==> src/rtl/systolic_array_feeder_is_pkg.sv <==
// Shared types for the input-stationary systolic array feeder.
//   feeder_state_t       : job sequencer states
//   default_pipe_latency : enabled array cycles from weight_in to psum_out
package systolic_pkg;

  typedef enum logic [2:0] {
    ST_IDLE,
    ST_LOAD,
    ST_STREAM,
    ST_DRAIN,
    ST_DONE
  } feeder_state_t;

  function automatic int unsigned default_pipe_latency(input int unsigned width,
                                                       input int unsigned height);
    return width + height - 1;
  endfunction

endpackage

==> src/rtl/systolic_array_feeder_is_valid_pipe.sv <==
// Enabled shift register that shadows the array pipeline with {valid,last}
// tags so the feeder knows which psum_out cycles carry real data.
//   clk, rst_n           : clock, async active-low reset
//   en                   : advance (same enable as the array's process_en)
//   valid_in, last_in    : tag pushed at the head on each advance
//   valid_out, last_out  : tag at the tail (aligned with psum_out)
//   empty                : no valid tag anywhere in the pipe
//   tail_only            : no valid tag outside the tail stage
module valid_pipe #(
  parameter int unsigned DEPTH = 7
) (
  input  logic clk,
  input  logic rst_n,
  input  logic en,
  input  logic valid_in,
  input  logic last_in,
  output logic valid_out,
  output logic last_out,
  output logic empty,
  output logic tail_only
);

  localparam logic [DEPTH-1:0] TAIL_BIT = DEPTH'(1) << (DEPTH - 1);

  logic [DEPTH-1:0] valid_q;
  logic [DEPTH-1:0] last_q;

  always_ff @(posedge clk or negedge rst_n) begin
    if (!rst_n) begin
      valid_q <= '0;
      last_q  <= '0;
    end else if (en) begin
      valid_q[0] <= valid_in;
      last_q[0]  <= valid_in && last_in;
      for (int unsigned i = 1; i < DEPTH; i++) begin
        valid_q[i] <= valid_q[i-1];
        last_q[i]  <= last_q[i-1];
      end
    end
  end

  assign valid_out = valid_q[DEPTH-1];
  assign last_out  = valid_q[DEPTH-1] && last_q[DEPTH-1];
  assign empty     = (valid_q == '0);
  assign tail_only = ((valid_q & ~TAIL_BIT) == '0);

endmodule

==> src/rtl/systolic_array_feeder_is.sv <==
// Sequencer/stream interface for an input-stationary systolic array:
// loads one stationary tile, streams a counted run of weight vectors, and
// returns psum vectors on a valid/ready stream with backpressure.
//   start/num_vectors/busy/done          : job control
//   in_valid/in_ready/in_data            : tile stream, one column per beat
//   w_valid/w_ready/w_data               : weight vector stream
//   out_valid/out_ready/out_data/out_last: psum vector stream
//   process_en/input_en/input_in/weight_in/psum_out : array side
module systolic_array_feeder_is
  import systolic_pkg::*;
#(
  parameter int unsigned INPUT_WIDTH  = 16,
  parameter int unsigned WEIGHT_WIDTH = 16,
  parameter int unsigned PSUM_WIDTH   = 32,
  parameter int unsigned ARRAY_HEIGHT = 4,
  parameter int unsigned ARRAY_WIDTH  = 4,
  parameter int unsigned PIPE_LATENCY = default_pipe_latency(ARRAY_WIDTH, ARRAY_HEIGHT),
  parameter int unsigned CNT_WIDTH    = 16
) (
  input  logic                                 clk,
  input  logic                                 rst_n,
  input  logic                                 start,
  input  logic [CNT_WIDTH-1:0]                 num_vectors,
  output logic                                 busy,
  output logic                                 done,
  input  logic                                 in_valid,
  output logic                                 in_ready,
  input  logic [ARRAY_HEIGHT*INPUT_WIDTH-1:0]  in_data,
  input  logic                                 w_valid,
  output logic                                 w_ready,
  input  logic [ARRAY_WIDTH*WEIGHT_WIDTH-1:0]  w_data,
  output logic                                 out_valid,
  input  logic                                 out_ready,
  output logic [ARRAY_WIDTH*PSUM_WIDTH-1:0]    out_data,
  output logic                                 out_last,
  output logic                                 process_en,
  output logic                                 input_en,
  output logic [ARRAY_HEIGHT*INPUT_WIDTH-1:0]  input_in,
  output logic [ARRAY_WIDTH*WEIGHT_WIDTH-1:0]  weight_in,
  input  logic [ARRAY_WIDTH*PSUM_WIDTH-1:0]    psum_out
);

  localparam int unsigned BEAT_W = $clog2(ARRAY_WIDTH + 1);

  feeder_state_t        state, state_nx;
  logic [CNT_WIDTH-1:0] remain;
  logic [BEAT_W-1:0]    beat;
  logic                 adv;
  logic                 pipe_en, push_valid, push_last;
  logic                 pipe_empty, pipe_tail_only;

  // The whole array plus tag pipe only moves when the output is not stalled.
  assign adv = !(out_valid && !out_ready);

  always_comb begin
    state_nx   = state;
    in_ready   = 1'b0;
    input_en   = 1'b0;
    input_in   = '0;
    process_en = 1'b0;
    w_ready    = 1'b0;
    weight_in  = '0;
    pipe_en    = 1'b0;
    push_valid = 1'b0;
    push_last  = 1'b0;
    case (state)
      ST_IDLE: begin
        if (start) state_nx = ST_LOAD;
      end
      ST_LOAD: begin
        in_ready = 1'b1;
        input_en = in_valid;
        input_in = in_data;
        if (in_valid && beat == BEAT_W'(ARRAY_WIDTH - 1))
          state_nx = (remain == '0) ? ST_DRAIN : ST_STREAM;
      end
      ST_STREAM: begin
        process_en = adv;
        pipe_en    = adv;
        w_ready    = adv;
        weight_in  = w_valid ? w_data : '0;
        push_valid = w_valid && adv;
        push_last  = push_valid && (remain == CNT_WIDTH'(1));
        if (push_last) state_nx = ST_DRAIN;
      end
      ST_DRAIN: begin
        process_en = adv;
        pipe_en    = adv;
        // Leave on the cycle whose advance retires the last tagged vector,
        // so done follows the final output handshake by one cycle.
        if (pipe_empty || (adv && pipe_tail_only)) state_nx = ST_DONE;
      end
      ST_DONE: state_nx = ST_IDLE;
      default: state_nx = ST_IDLE;
    endcase
  end

  always_ff @(posedge clk or negedge rst_n) begin
    if (!rst_n) begin
      state  <= ST_IDLE;
      remain <= '0;
      beat   <= '0;
    end else begin
      state <= state_nx;
      if (state == ST_IDLE && start) begin
        remain <= num_vectors;
        beat   <= '0;
      end
      if (state == ST_LOAD && in_valid) beat <= beat + BEAT_W'(1);
      if (push_valid) remain <= remain - CNT_WIDTH'(1);
    end
  end

  valid_pipe #(
    .DEPTH (PIPE_LATENCY)
  ) u_valid_pipe (
    .clk       (clk),
    .rst_n     (rst_n),
    .en        (pipe_en),
    .valid_in  (push_valid),
    .last_in   (push_last),
    .valid_out (out_valid),
    .last_out  (out_last),
    .empty     (pipe_empty),
    .tail_only (pipe_tail_only)
  );

  assign busy     = (state != ST_IDLE);
  assign done     = (state == ST_DONE);
  assign out_data = out_valid ? psum_out : '0;

endmodule

==> config.mk <==
export PLATFORM = sky130hd
export DESIGN_NAME = systolic_array_feeder_is
export DESIGN_NICKNAME = d
export VERILOG_FILES = /design/src/rtl/systolic_array_feeder_is_pkg.sv /design/src/rtl/systolic_array_feeder_is_valid_pipe.sv /design/src/rtl/systolic_array_feeder_is.sv
export SDC_FILE = /design/constraint.sdc
export NUM_CORES = 1
export LEC_CHECK = 0
export ABC_AREA = 0
export CELL_PAD_IN_SITES_DETAIL_PLACEMENT = 0
export CELL_PAD_IN_SITES_GLOBAL_PLACEMENT = 1
export CORE_AREA = 4 4 208 210
export CTS_BUF_LIST = sky130_fd_sc_hd__clkbuf_4
export DETAILED_ROUTE_END_ITERATION = 16
export DIE_AREA = 0 0 212 214
export GPL_TIMING_DRIVEN = 0
export MAX_ROUTING_LAYER = met4
export PLACE_DENSITY = 0.65
export SLEW_MARGIN = 5
export SYNTH_ARGS = -nofsm -noshare
export SYNTH_HDL_FRONTEND = slang
export SYNTH_HIERARCHICAL = 1
export SYNTH_SLANG_ARGS = --single-unit
==> constraint.sdc <==
create_clock -name clk -period 1.9 [get_ports clk]
set_input_delay 0.19 -clock clk [delete_from_list [all_inputs] [get_ports clk]]
set_output_delay 0.19 -clock clk [all_outputs]
set_load 0.05 [all_outputs]
### Yosys cells after proc, flatten, opt, wreduce, memory -nomap -nowiden

Cells that the tools add are included.

* flip-flop bits (word level): 36
* word-level logic and storage cells: 58

* reductions and logical operators: 21
* mux-type cells: 20
* $add $sub $neg: 2
* eq/ne operators: 10

Operators by type and width (count)
* 64-bit 2-to-1 mux: 3
* 128-bit 2-to-1 mux: 1
* 16-bit 2-to-1 mux: 2
* 3-bit 2-to-1 mux: 6
* 16-bit by 1-bit equality test with 1-bit output (second input constant): 1
* 16-bit zero test: 1
* 16-bit by 1-bit subtractor with 16-bit output (second input constant): 1
* 7-bit zero test: 2
* 3-bit case mux with 4 select lines: 1
* 3-bit by 2-bit equality test with 1-bit output (second input constant): 3
* 1-bit logical AND: 9
* 2-bit != test (second input constant): 4
* 1-bit 2-to-1 mux: 7
* 4-bit AND reduction: 1
* 2-bit nonzero test: 2
* 3-bit by 1-bit adder with 3-bit output (second input constant): 1
* 3-bit by 1-bit equality test with 1-bit output (second input constant): 1
* 3-bit equality test (second input constant): 1
* 3-bit zero test: 1
* 3-bit nonzero test: 1
* 1-bit zero test: 2
* 2-bit OR reduction: 1
* 1-bit logical OR: 1

### Longest topological paths before layout

Gate-level depths: netlist of the first run.

* depth after elaboration: 7
* depth in mapped cells: 7
* gate-level depth less buffers: 6

### Hierarchy

Netlist of the first run, hierarchy kept.

By module, submodules not included
* systolic_array_feeder_is: area each 3166.8 um2, instances 1, cells each 441
* valid_pipe: area each 569.3 um2, instances 1, cells each 36

### Least setup slack after synthesis of the first run

No wires, ideal clock.

* path kind: reg-to-reg
* from: reg u_valid_pipe.valid_q[6]
* to: reg u_valid_pipe.last_q[2]
* arrival time: 2403 ps
* required time: 1775 ps
* path slack: -628 ps
* cell stages (with the launch flop): 6
* setup time: 125 ps
* cell sequence: dfrtp_1 nor2b_1 nor2_1 buf_2 buf_2 mux2_2

* word-level cells in the longest chain between the ends: 3

RTL lines
* start: declaration: line systolic_array_feeder_is_valid_pipe.sv:25 `logic [DEPTH-1:0] valid_q;`
* start signal: indexed assignment: line systolic_array_feeder_is_valid_pipe.sv:36 `valid_q[i] <= valid_q[i-1];`
* 1-bit logical AND: line systolic_array_feeder_is.sv:53 `assign adv = !(out_valid && !out_ready);`
* 1-bit zero test: line systolic_array_feeder_is.sv:53
* 1-bit 2-to-1 mux
* net process_en: line systolic_array_feeder_is.sv:36 `output logic process_en,`
* end signal: indexed assignment: line systolic_array_feeder_is_valid_pipe.sv:37 `last_q[i] <= last_q[i-1];`
* end: declaration: line systolic_array_feeder_is_valid_pipe.sv:26 `logic [DEPTH-1:0] last_q;`

The timed path passes the listed nets, and every way through them passes these cells.
A chain may end at the register's enable or synchronous reset.

### Worst setup path after layout of the first run

* from: in w_valid
* to: out weight_in[34]

* word-level cells in the longest chain between the ends: 2

RTL lines
* start: declaration: line systolic_array_feeder_is.sv:29 `input logic w_valid,`
* 64-bit 2-to-1 mux: line systolic_array_feeder_is.sv:81 `weight_in = w_valid ? w_data : '0;`
* 64-bit 2-to-1 mux: line systolic_array_feeder_is.sv:66 `case (state)`
* end: declaration: line systolic_array_feeder_is.sv:39 `output logic [ARRAY_WIDTH*WEIGHT_WIDTH-1:0] weight_in,`

No other way between the ends.

==> flow_summary_export.csv, run 1 <==
group,metric,value,unit
clock_tree,cts_buffers,5,
yosys,yosysTopAreaCell,"and2_1",
yosys,ys_seq_elements,36,
floorplan,io_pins,542,
clock_tree,cts_tree,"built",
clock_tree,cts_root_buf,"clkbuf_4",
timing,drv_slew,0,
floorplan,die_area,45370,um^2
yosys,async_reset_ff_share,100.0,%
critical_path,critPathMaxFanout,5,
timing,setup_viol,127,
route,firstDrtPassIters,4,
yosys,synth.most_common_cell,"and2_1",
global_routing,grt_pass1_wl,41770,um
worst_hold_path,hp-class,"in -> reg",
yosys,synth_top_cell_area_share,43.20,%
route,vias,5826,
critical_path,cp.required,1.71,ns
critical_path,startpoint,"w_valid",
critical_path,cp_data_arrival_time,1.98,ns
yosys,synth_flop_cell,"dfrtp_1",
timing,rsz0062_at_grt,"yes",
global_routing,grtUsageTotal,12.73,%
global_routing,grt_pass1_vias,6162,
timing,finalSetupTns,-17.98,ns
route,drc,0,
finish,n_fill_cell,4452,
yosys,synth-edff-count,0,
timing,slew_headroom,42.74,%
yosys,synth_common_cells,"and2_1 (258), dfrtp_1 (36), clkbuf_1 (30), nand2_1 (13), mux2_2 (12)",
yosys,synthTopCellsByArea,"and2_1 (43%), dfrtp_1 (24%), mux2_2 (3.6%)",
finish,final_core_util,27.75,%
timing,fin_worst_skew,0.008308,ns
floorplan,rows,75,
yosys,yosys_warnings,6,
pwr,vdd_drop_max,748.5,uV
flow_run,max_cap_violations,0,
timing,period_minus_slack,2.175,ns
yosys,avgSynthCellArea,7.832,um^2
place,io_buffers,541,
route,vias_per_cell,3.601,
finish,drive_above_1_share,49.95,%
finish,ff_latch_area,903.4,um^2
clock_tree,clock_path_buffers,2,
route,final_antenna_net_count,0,
finish,multiInputGateArea,3072,um^2
place,gp_congestion,0.8440,
critical_path,startpoint_type,"input port",
yosys,ys_types,51,
critical_path,rr_endpoint,"u_valid_pipe/last_q[0]$_DFFE_PN0P_",
timing,max_freq,0.4598,GHz
route,wire_per_inst,19.05,um
route,routed_wl,30830,um
clock_tree,clk_pin_slew,0.11,ns
yosys,synth_cells,477,
timing,fin_crit_sh,114.5,%
pwr,p_leak,5.138,nW
floorplan,initial_core_util,8.987,%
floorplan,fp.dieH,214,um
yosys,syn_nets,759,
finish,area_growth,208.7,%
critical_path,reg2reg_slack,0.03,ns
run_status,outcome,"complete, but fails checks",
clock_tree,h-tree-depth,2,
timing,holdWs,0.4244,ns
clock_tree,clock_latency,0.35,ns
floorplan,core,41570,um^2
yosys,netlist_area,3736,um^2
timing,worst_slack,-0.2748,ns
global_routing,antenna_found_initial,14,
timing,tightest_slew,0.8589,ns
place,dp_hpwl,26160,um
yosys,yosysSeqAreaShare,24.11,%
critical_path,worstSetupEndpoint,"weight_in[34]",
floorplan,die_width,212,um
finish,nets,1356,
critical_path,ff2ff_path_depth,6,
timing,hold_violations,0,
run_status,violations,"setup timing",
route,drt_iter0_drc,154,
global_routing,grt_max_degree,37,
pwr,power_density,838.2,nW/um^2
critical_path,r2r_start,"remain[5]$_DFFE_PN0P_",
critical_path,endpoint_kind,"output pin",
critical_path,critPathKind,"in -> out",
clock_tree,clock-sinks,36,
global_routing,gr-total-overflow,0,
[what timing repair did]
item	CTS	global route
pin swaps	98	20
gates cloned	15	0
endpoints found under the setup margin	279	260
setup buffers	21	15
hold buffers	1	0
resized for setup	1942	158
hold endpoints to repair	36	0
[metrics by stage]
stage               instances  instance area [um^2]  total power [mW]  setup WS (ns)
CTS                      1601                 11120             9.425        -0.2552
global placement         1557                  9972             6.772         -1.675
finish                   1618                 11530             9.669        -0.2748
detailed placement       1557                  9967             6.794         -1.693
global route             1616                 11530             10.11        -0.3387
floorplan                 477                  3882             4.592        0.01408
[logic make-up (layout without fill, tap and decap cells)]
kind of cell	count (synthesis)	in the layout	share of synthesized area (%)
simple gates	333	333	56.63
compound gates	42	42	8.607
mux	13	13	3.918
flops	36	36	24.11
other cells	0	4	0
fa+ha+maj	4	4	1.340
buf+inv	49	647	5.392
[placed cells by master (no fill, tap or decap), drive strengths merged, types with 11 or more instances in the layout]
cell           instances
clkdlybuf4s50        276
and2                 258
buf                  258
clkbuf                90
dfrtp                 36
nand2                 13
mux2                  13
nor2                  12
inv                   11
nor3                  11
[how the worst min path moves through the flow]
stage / from / slack (ns) / cells past startpoint / to
3_3_place_gp: u_valid_pipe/last_q[1]$_DFFE_PN0P_ / 0.47 / 1 / u_valid_pipe/last_q[1]$_DFFE_PN0P_
5_1_grt: num_vectors[1] / 0.43 / 3 / remain[1]$_DFFE_PN0P_
3_5_place_dp: rst_n / 0.35 / 1 / remain[0]$_DFFE_PN0P_
4_1_cts: num_vectors[5] / 0.42 / 3 / remain[5]$_DFFE_PN0P_
2_1_floorplan: rst_n / -0.11 / 0 / beat[0]$_DFFE_PN0P_
6_report: num_vectors[5] / 0.42 / 3 / remain[5]$_DFFE_PN0P_
[metal layers]
layer / vias up / part of all wire, % / global-route usage [%]
met1: 2646 / 33 / 11.95
li1: 2770 / - / -
met2: 371 / 56 / 25.60
met4: 0 / 2.7 / 2.226
met5: - / 0 / -
met3: 39 / 8.6 / 3.427
[final cells by class]
cell class	instances	share of cell area, %
well taps	539	5.847
plain buffers	35	3.721
flip-flops and latches	36	7.832
repair buffers	592	54.95
clock inverters	3	0.2061
multi-input cells	392	26.63
clock buffers	5	0.3254
inverters	12	0.4013
diodes	4	0.08678
[critical path, cell delays in order]
cell	delay, ns
clkdlybuf4s50_1	0.63
nor4bb_4	0.36
buf_6	0.18
clkbuf_16	0.16
clkbuf_16	0.14
and2_4	0.17
buf_8	0.15
[power by group]
part           switching (mW)  total, mW  internal (mW)
Combinational            3.99       8.05           4.05
Sequential              0.204       1.19          0.982
Clock                   0.292      0.438          0.146
[flip-flops by register name, indices dropped and copies added (netlist names)]
signal and count:
beat 3, remain 16, state 3, u_valid_pipe/last_q 7, u_valid_pipe/valid_q 7
No activity file was read; power rests on OpenSTA's default activity.
==> run 2, diff against run 1 <==
- GPL_ROUTABILITY_DRIVEN: not set -> 0
==> results of run 2 <==
Final layout, timing and power as in run 1 (identical DEF).
==> run 3, diff against run 2 <==
- MAX_ROUTING_LAYER: met4 -> not set
==> flow_summary_export.csv, run 3 (same netlist as run 1, synthesis figures left out) <==
group,metric,value,unit
finish,final_cell_mix,"clkdlybuf4s50_1 (276), and2_1 (130), buf_8 (121), and2_4 (121), buf_4 (81)",
critical_path,critPathMaxFanout,5,
critical_path,reg2reg_slack,0.03,ns
pwr,vdd_drop_max,747.3,uV
route,final_antenna_net_count,0,
critical_path,critPathKind,"in -> out",
clock_tree,clk_pin_slew,0.12,ns
route,vias,5830,
floorplan,rows,75,
global_routing,antenna_found_initial,14,
clock_tree,h-tree-depth,2,
timing,setup_viol,127,
worst_hold_path,hp-class,"in -> reg",
pwr,power_density,838.9,nW/um^2
place,io_buffers,541,
finish,largest_reg_flops,16,
critical_path,cp_slowest_cell,"clkdlybuf4s50_1",
route,routed_wl,30890,um
timing,period_minus_slack,2.179,ns
route,drc,0,
floorplan,core,41570,um^2
timing,max_freq,0.4588,GHz
global_routing,grt_pass1_vias,6129,
clock_tree,clock_latency,0.35,ns
timing,rsz0062_at_grt,"yes",
finish,nets,1356,
route,drt_iter0_drc,190,
pwr,finalPower,9.672,mW
flow_run,max_cap_violations,0,
floorplan,fp.dieH,214,um
place,post-place-ws,-1.693,ns
global_routing,grt_max_degree,37,
pwr,p_leak,5.138,nW
route,wire_per_inst,19.11,um
critical_path,cp_common_cell,"clkbuf_16",
critical_path,cp_data_arrival_time,1.99,ns
route,firstDrtPassIters,4,
critical_path,path_cells,"clkdlybuf4s50_1, nor4bb_4, buf_6, clkbuf_16, clkbuf_16, and2_4, buf_8",
timing,fin_crit_sh,114.7,%
clock_tree,clock_path_buffers,2,
clock_tree,cts_buffers,5,
timing,slew_headroom,42.94,%
floorplan,initial_core_util,8.987,%
finish,area_growth,208.6,%
clock_tree,cts_root_buf,"clkbuf_4",
finish,drive_above_1_share,49.95,%
clock_tree,clock-sinks,36,
global_routing,grtUsageTotal,12.38,%
critical_path,slowest_delay,0.64,ns
global_routing,gr-total-overflow,0,
finish,layout_commonest_cell,"clkdlybuf4s50_1",
global_routing,grt_pass1_wl,41900,um
clock_tree,cts_tree,"built",
critical_path,startpoint_type,"input port",
finish,n_fill_cell,4450,
finish,regMostFlops,"remain",
critical_path,path_buf_inv,5,
route,vias_per_cell,3.608,
critical_path,cp.required,1.71,ns
timing,drv_slew,0,
timing,hold_violations,0,
timing,holdWs,0.4216,ns
finish,top_regs,"remain (16), u_valid_pipe/last_q (7), u_valid_pipe/valid_q (7)",
timing,fin_worst_skew,0.007317,ns
floorplan,io_pins,542,
timing,tightest_slew,0.8559,ns
floorplan,die_width,212,um
run_status,outcome,"complete, but fails checks",
floorplan,die_area,45370,um^2
critical_path,endpoint_kind,"output pin",
critical_path,cp_top_family,"buffers and inverters",
place,dp_hpwl,26160,um
run_status,violations,"setup timing",
timing,worst_slack,-0.2795,ns
-- run 3: changes by cell type in the layout (fill, tap and decap cells not counted) --
cell      delta
diode_2      -2
clkbuf_4     +1
buf_4        -1
-- run 3: final timing paths --
path,endpoint,from,cells past startpoint
max,weight_in[34],w_valid,7
min,remain[5]$_DFFE_PN0P_,num_vectors[5],3
max reg2reg,u_valid_pipe/last_q[0]$_DFFE_PN0P_,remain[5]$_DFFE_PN0P_,6
min reg2reg,remain[9]$_DFFE_PN0P_,remain[9]$_DFFE_PN0P_,1
max in group asynchronous,u_valid_pipe/valid_q[6]$_DFFE_PN0P_,rst_n,2
min in group asynchronous,remain[0]$_DFFE_PN0P_,rst_n,2
-- run 3: per-stage QoR --
| step | instance area, um^2 | setup TNS, ns | util, % | cells |
|---|---|---|---|---|
| floorplan | 3882 | 0 | - | 477 |
| global placement | 9972 | -261.39 | 23.99 | 1557 |
| detailed placement | 9967 | -262.18 | 23.98 | 1557 |
| CTS | 11120 | -21.82 | 26.74 | 1601 |
| global route | 11520 | -30.94 | 27.72 | 1614 |
| finish | 11530 | -18.50 | 27.74 | 1616 |
-- run 3: repair_timing --
item	CTS	global route
cloned	15	0
gates resized for setup	1942	157
pin swaps	98	20
endpoints found under the hold margin	36	0
setup endpoints to repair	279	261
buffers inserted	21	15
hold buffers	1	0
-- run 3: final cells by class --
cell class,count,area [um^2],area share (%)
sequential,36,903.4,7.835
antenna,2,5.005,0.04341
clock inverter,3,23.77,0.2062
inverter,12,46.29,0.4015
tap,539,674.4,5.849
buffer,35,429.2,3.722
multi-input combinational,392,3072,26.64
clock buffer,5,37.54,0.3256
timing repair buffer,592,6339,54.98
-- run 3: power by group --
| group | internal, mW | total [mW] | switching, mW |
|---|---|---|---|
| registers | 0.982 | 1.19 | 0.205 |
| logic | 4.05 | 8.05 | 3.99 |
| clock network | 0.146 | 0.438 | 0.293 |
-- run 3: routing by layer --
layer,vias to the layer above,track usage (%),part of all wire (%)
li1,2763,-,-
met1,2656,11.48,32
met2,372,25.59,56
met3,37,4.247,9.9
met4,2,2.226,2.3
met5,-,0,0.042
-- run 3: worst register-to-register path, stage by stage (launching register included) --
cell	delay [ns]
dfrtp_1	0.39
or4_1	0.53
buf_6	0.17
nor4_4	0.27
nor4b_4	0.24
nand3_1	0.12
o21ai_1	0.09
